===== config.mk =====
export PLATFORM = sky130hd
export DESIGN_NAME = instr_fetch
export DESIGN_NICKNAME = d
export VERILOG_FILES = /design/src/rtl/instr_fetch_pkg.sv /design/src/rtl/instr_fetch.sv
export SDC_FILE = /design/constraint.sdc
export NUM_CORES = 1
export LEC_CHECK = 0
export CAP_MARGIN = 10
export CORE_MARGIN = 2
export CORE_UTILIZATION = 43
export DETAILED_ROUTE_END_ITERATION = 16
export PLACE_DENSITY = 0.83
export SLEW_MARGIN = 30
export SYNTH_ARGS = -nofsm -noshare
export SYNTH_HDL_FRONTEND = slang
export SYNTH_SLANG_ARGS = --single-unit

===== constraint.sdc =====
create_clock -name clk -period 4.6 [get_ports clk]
set_input_delay 0.69 -clock clk [delete_from_list [all_inputs] [get_ports clk]]
set_output_delay 0.69 -clock clk [all_outputs]
set_load 0.02 [all_outputs]

===== src/rtl/instr_fetch_pkg.sv =====
`default_nettype none
// instr_fetch_pkg: shared types and constants for the instruction fetch unit.
package instr_fetch_pkg;

  typedef enum logic [1:0] {
    ST_IDLE  = 2'd0,
    ST_FETCH = 2'd1,
    ST_HOLD  = 2'd2,
    ST_HALT  = 2'd3
  } fetch_state_t;

  // addi x0,x0,0
  localparam logic [31:0] NOP_INSTR_WORD = 32'h0000_0013;

  localparam logic [1:0] HALT_NONE     = 2'd0;
  localparam logic [1:0] HALT_ILL      = 2'd1;
  localparam logic [1:0] HALT_MISALIGN = 2'd2;

  localparam logic [31:0] PC_STEP = 32'd4;

endpackage : instr_fetch_pkg
`default_nettype wire


===== src/rtl/instr_fetch.sv =====
`default_nettype none
// instr_fetch: PC owner, req/ack instruction memory reader and valid/ready
// presenter of the held instruction; halts on illegal or misaligned redirects.
module instr_fetch
  import instr_fetch_pkg::*;
#(
  parameter logic [31:0] RESET_PC  = 32'h0000_0000,
  parameter logic [31:0] NOP_INSTR = NOP_INSTR_WORD
) (
  input  logic        clk,
  input  logic        rst,
  output logic        imem_req,
  output logic [31:0] imem_addr,
  input  logic        imem_ack,
  input  logic [31:0] imem_rdata,
  output logic [31:0] instr,
  output logic        instr_valid,
  input  logic        instr_ready,
  output logic [31:0] pc,
  input  logic        branch_taken,
  input  logic [31:0] branch_target,
  input  logic        ill_instr,
  output logic        halted,
  output logic [1:0]  halt_cause,
  output logic [31:0] instret
);

  fetch_state_t state;

  logic        misaligned;
  logic [31:0] next_pc;

  assign misaligned = branch_taken && (branch_target[1:0] != 2'b00);
  assign next_pc    = branch_taken ? branch_target : pc + PC_STEP;

  always_ff @(posedge clk or posedge rst) begin
    if (rst) begin
      state       <= ST_IDLE;
      pc          <= RESET_PC;
      imem_req    <= 1'b0;
      imem_addr   <= RESET_PC;
      instr       <= NOP_INSTR;
      instr_valid <= 1'b0;
      halted      <= 1'b0;
      halt_cause  <= HALT_NONE;
      instret     <= 32'd0;
    end else begin
      case (state)
        ST_IDLE: begin
          state     <= ST_FETCH;
          imem_req  <= 1'b1;
          imem_addr <= pc;
        end

        ST_FETCH: begin
          if (imem_ack) begin
            instr       <= imem_rdata;
            instr_valid <= 1'b1;
            imem_req    <= 1'b0;
            state       <= ST_HOLD;
          end
        end

        ST_HOLD: begin
          if (instr_ready) begin
            instr_valid <= 1'b0;
            instr       <= NOP_INSTR;
            if (ill_instr) begin
              state      <= ST_HALT;
              halted     <= 1'b1;
              halt_cause <= HALT_ILL;
            end else if (misaligned) begin
              // pc records the faulting target; imem_addr keeps its aligned value
              state      <= ST_HALT;
              halted     <= 1'b1;
              halt_cause <= HALT_MISALIGN;
              pc         <= branch_target;
              instret    <= instret + 32'd1;
            end else begin
              state     <= ST_FETCH;
              pc        <= next_pc;
              imem_addr <= next_pc;
              imem_req  <= 1'b1;
              instret   <= instret + 32'd1;
            end
          end
        end

        ST_HALT: begin
          state <= ST_HALT;
        end

        default: begin
          state <= ST_IDLE;
        end
      endcase
    end
  end

endmodule : instr_fetch
`default_nettype wire


[Word-level counts from Yosys, hierarchy flattened]
Cells that the tools add are included.
Word-level totals
  bits in registers: 135
  output and inout bits: 133
Operators by class
  $add $sub $neg: 2
  equal/unequal tests: 7
  mux-type cells: 26
  bitwise operators: 1
  reductions and logical operators: 13
Operators with widths (count)
  2-to-1 mux 32 bit: 7
  case mux 32 bit (2 select lines): 2
  adder 32 x 1 -> 32 bit (second input constant): 1
  adder 32 x 3 -> 32 bit (second input constant): 1
  2-to-1 mux 2 bit: 6
  AND reduction 3 bit: 3
  2-to-1 mux 1 bit: 8
  != test 2 bit (second input constant): 4
  case mux 2 bit (4 select lines): 1
  nonzero test 2 bit: 4
  AND reduction 5 bit: 1
  equality test 2 bit (second input constant): 2
  AND reduction 4 bit: 1
  case mux 1 bit (3 select lines): 1
  nonzero test 3 bit: 1
  equality test 2 x 1 -> 1 bit (second input constant): 1
  logical NOT 2 bit: 1
  case mux 1 bit (2 select lines): 1
  AND reduction 2 bit: 1
  logical AND 1 bit: 1
  NOT 1 bit: 1

[Longest topological paths before layout]
  word-level depth: 6
  mapped depth: 7
  depth with buffers taken out: 6

[Worst setup path after synthesis]
Ideal clock, no wire load.
  kind: register to register
  from: reg pc[2]
  to: reg imem_addr[22]
  data arrival time: 2019 ps
  setup slack: 2455 ps
  stages on the path, launching flop included: 7
  path buffers: 0
  period minus slack after synthesis: 2145 ps
  cells stage by stage: dfrtp_1 ha_1 nand4_1 nor4_4 mux2_2 a221oi_1 nor2_1
Between the ends
  word-level cells in the longest chain between the ends: 6
RTL lines
  start: declaration: line instr_fetch.sv:19  | output logic [31:0] pc,
  start signal: assignment: line instr_fetch.sv:77  | pc <= branch_target;
  start signal: assignment: line instr_fetch.sv:81  | pc <= next_pc;
  adder 32 x 3 -> 32 bit: line instr_fetch.sv:34  | assign next_pc = branch_taken ? branch_target : pc + PC_STEP;
  2-to-1 mux 32 bit: line instr_fetch.sv:34
  2-to-1 mux 32 bit: line instr_fetch.sv:72  | end else if (misaligned) begin
  2-to-1 mux 32 bit: line instr_fetch.sv:68  | if (ill_instr) begin
  2-to-1 mux 32 bit: line instr_fetch.sv:65  | if (instr_ready) begin
  case mux 32 bit (2 select lines): line instr_fetch.sv:48  | case (state)
  end signal: assignment: line instr_fetch.sv:52  | imem_addr <= pc;
  end signal: assignment: line instr_fetch.sv:82  | imem_addr <= next_pc;
  end: declaration: line instr_fetch.sv:13  | output logic [31:0] imem_addr,
No other way between the ends. The select of a mux whose other input is x is not followed.
A chain may end at the register's enable or synchronous reset.

[Worst setup path after layout]
  from: reg state[0]
  to: reg pc[7]
Between the ends
  word-level cells in the longest chain between the ends: 2
RTL lines
  start: declaration: line instr_fetch.sv:28  | fetch_state_t state;
  start signal: assignment: line instr_fetch.sv:38  | state <= ST_IDLE;
  start signal: assignment: line instr_fetch.sv:50  | state <= ST_FETCH;
  start signal: assignment: line instr_fetch.sv:60  | state <= ST_HOLD;
  equality test 2 bit: line instr_fetch.sv:48
  AND reduction 3 bit (no line)
No other way between the ends.

==> results by stage <==
GRT:
- The total overflow reported by the global router is 0.
- The global-route wire length before repair is 32500 microns.
- Global routing consumed, over all layers together, 24.9% of the routing resources.
- The via count of the first global-routing pass came to 6185.
- Entering global routing, the biggest net connects 79 pins.
- The number of antenna violations at the first check in global routing came to 0.

Placed design:
- The detailed placer's ending HPWL is 14300 microns.
- The quantity of I/O buffers inserted on ports is 202.
- The minimum setup slack after placement is 1.50 ns.
- Routability-driven placement finished with a final weighted congestion of 0.883.
- The number of placed cells counting well taps is 1065.

Cells and area:
- Measured on the finished design, the core utilization comes to 62.6%.
- The antenna diode count is 0.
- The share of layout cells above drive strength 1 is 8.24%.
- At the end of the flow, the number of nets in the layout was 945.
- Counting the fill cells in the layout gives 1269.
- The relative area change from synthesis to final layout is 41.2%.
- In the layout the commonest cells are clkdlybuf4s50_1 (201), dfrtp_1 (132), nand2_1 (76).
- After the flow finishes, the layout carries non-filler instances totaling 1097.
- The library cell used most frequently in the layout, excluding fill and tap cells, is clkdlybuf4s50_1.

Setup path:
- For the worst setup path, the data arrival time is 2.88 ns.
- The required arrival time at the worst endpoint is 4.89 ns.
- The worst-path maximum fanout is 18.
- The worst setup path is of the flip-flop to flip-flop kind.
- The endpoint type of the worst setup path is a flip-flop.
- The type of origin of the critical path is a flip-flop.

Clock tree:
- Once the clock tree was built, the setup fixing pass inserted 0 buffers.
- The number of gates given a new drive strength after cts is 0.
- The number of hold buffers added after CTS is 0.
- The maximum root-to-sink buffer count is 2.
- The H-tree depth reported by CTS is 4.
- The clock insertion delay at the later pin of the skew report is 0.42 ns.
- TritonCTS built the clock tree.
- The clock sink total is 135.
- Clock-pin slew was measured on the worst setup and hold paths at 0.06 ns.
- The total clock buffers created by CTS is 17.
- The cell sitting at the root of the clock tree is a clkbuf_16.

Power and ir drop:
- Combinational cells account for 28.8% of the total power.
- The internal portion of the total power is 2.81 mW.
- Sequential cells burn 39.4% of the power.
- Of the total power, the share spent switching nets is 32.0%.
- The total power of the final layout is 4.14 mW.
- The total net switching power is 1.33 mW.
- The leakage dissipation is 4.00 nW.
- The total power density per cell area is 432 mW/mm^2.
- The maximum vdd ir drop is 0.000276 V.
- The clock network accounts for 31.9% of the total power.

Drt:
- The number of vias per cell is 5.79.
- Dividing the detail-routed wire length by the instance count gives 18.8 microns.
- The first routing iteration left 626 violations.
- The residual DRC count is 0.
- Detailed routing inserted a total of 6355 vias.
- The detailed-route wire length is 20600 microns.
- The first detailed-routing pass took 9 iterations.
- The post-detailed-route count of antenna-violating nets is 0.

STA:
- After layout, the worst path uses 56.4% of the clock period.
- Subtracting the final worst setup slack from the clock period gives 2.60 ns.
- The number of slew-limit violations in the final report is 0.
- The maximum clock frequency is 385 MHz.
- The pin slew with the least headroom to its limit is 1.08 ns.
- Measured against its own limit, the worst slew margin works out to 27.3%.
- The number of endpoints failing setup at the final stage is 0.
- The setup clock skew after layout is 0.0109 ns.
- After layout, the worst setup slack is 2.00 ns.
- The setup TNS is 0 ns.
- The final hold violation count is 0.
- Setup repair after global routing left no endpoint under its margin.

Floorplan:
- The area of the placeable core is 0.0153 sq mm.
- The initial core utilization is 44.3%.
- The row count is 45.
- 203 I/O pins were placed.
- The die covers 0.0168 sq mm.
- In this run the vertical extent of the chip is 130 microns.
- The die is 130 microns wide.

Yosys:
- The synthesized flop and latch total is 135.
- The average instance in the mapped netlist occupies 9.92 sq um.
- In the synthesized netlist the async set-or-reset flop fraction comes to 100%.
- In this run, synthesis inferred 0 flip-flops with an integrated enable.
- The Yosys step of the flow raised 0 warnings.
- The dominant synthesized flop cell is dfrtp_1.
- Synthesis instantiated 66 different standard cells from the library.
- The number of nets in the synthesized netlist is 756.
- In the synthesized netlist, the number of instances is 684.
- The post-synth design cell area is 0.00679 sq mm.
- The share of the Yosys chip area taken by registers is 49.8%.

Min path:
- In this run the worst hold path is classified as flip-flop to flip-flop.

Outcome:
- The run finished with clean final reports.

Run:
- The count of maximum capacitance violations is 0.
cell usage after synthesis, drive strengths merged, types with 3 or more instances:
cell	number	share of area (%)
dfrtp	132	49
nand2	76	4.2
o21ai	50	3.7
a21oi	42	3.1
a22o	35	4.5
nor2	35	1.9
clkbuf	32	1.8
nand3	31	2.4
xnor2	25	3.2
nand4	16	1.8
inv	13	0.72
mux2i	13	1.9
nor4	13	2.3
buf	12	0.85
nor3	12	1.0
xor2	12	1.5
a21o	9	1.0
and4	9	1.2
and3	8	0.74
nand2b	8	0.74
o22ai	8	0.74
nor2b	7	0.65
a22oi	6	0.66
a31oi	6	0.55
a211oi	5	0.55
a2bb2oi	5	0.65
a311oi	5	0.65
mux2	5	0.83
a41oi	4	0.52
nor3b	4	0.44
o21a	4	0.44
o2bb2ai	4	0.52
and2	3	0.28
dfstp	3	1.2
o211ai	3	0.33
o22a	3	0.39
critical path, cell delays in order (launching register included):
cell and delay [ns]:
dfrtp_1 0.63, nand2b_1 0.63, nor2_2 0.57, buf_4 0.34, o21ai_0 0.12, nand2_1 0.09
o21ai_0 0.07
flip-flops by register name (all words and copies together), names as in the netlist:
register and count:
imem_addr 32, halted 1, pc 32, state 2, instr 32, halt_cause 2
instr_valid 1, instret 32, imem_req 1
metrics by stage:
step	hold slack, ns	area [sq um]
final	0.479	9580
after global routing	0.497	9580
after CTS	0.473	9580
after detailed placement	0.465	9000
after global placement	0.461	9000
after floorplan	0.546	6790
area by class of cell:
type                    instances  area (sq um)  share of cell area (%)
inverters                      13          53.8                   0.562
flip-flops and latches        135          3380                    35.3
clock inverters                13           123                    1.28
well taps                     211           264                    2.76
multi-input cells             492          3200                    33.4
clock buffers                  19           453                    4.73
repair buffers                214          2110                    22.0
metal layers:
layer | vias up | global-route usage [%] | part of all wire [%]
met5 | - | 0 | 0
met3 | 62 | 5.86 | 7.6
met1 | 3090 | 33.3 | 41
met2 | 289 | 37.8 | 47
li1 | 2914 | - | -
met4 | 0 | 12.8 | 3.7
worst paths after layout:
check	slack [ns]	cells after the start	from	end
setup / recovery	2.00	6	state[0]$_DFFE_PP0P_	pc[7]$_DFFE_PP0P_
hold / removal	0.48	1	instret[31]$_DFFE_PP0P_	instret[31]$_DFFE_PP0P_
setup reg to reg	2.00	6	state[0]$_DFFE_PP0P_	pc[7]$_DFFE_PP0P_
hold reg to reg	0.48	1	instret[31]$_DFFE_PP0P_	instret[31]$_DFFE_PP0P_
max in group asynchronous	2.94	3	rst	imem_addr[11]$_DFFE_PP0P_
min in group asynchronous	0.74	2	rst	instret[25]$_DFFE_PP0P_
logic make-up after synthesis:
group                      Yosys count  synth area share [%]
AOI/OAI and AO/OA                  203                  20.2
xor gates and xnor gates            37                  4.78
adders and majority gates            2                 0.369
DFF                                135                  49.8
buffers and inverters               57                  3.36
muxes                               18                  2.75
and+or+nand+nor                    232                  18.7
power by group through the flow:
stage          clock, mW  sequential, mW  combinational, mW
3_5_place_dp           0            1.64               1.20
6_report            1.32            1.63               1.19
5_1_grt             1.38            1.67               1.27
4_1_cts             1.33            1.63               1.20
3_3_place_gp           0            1.64               1.18
2_1_floorplan          0            1.88              0.302
No activity file was read; power rests on OpenSTA's default activity.
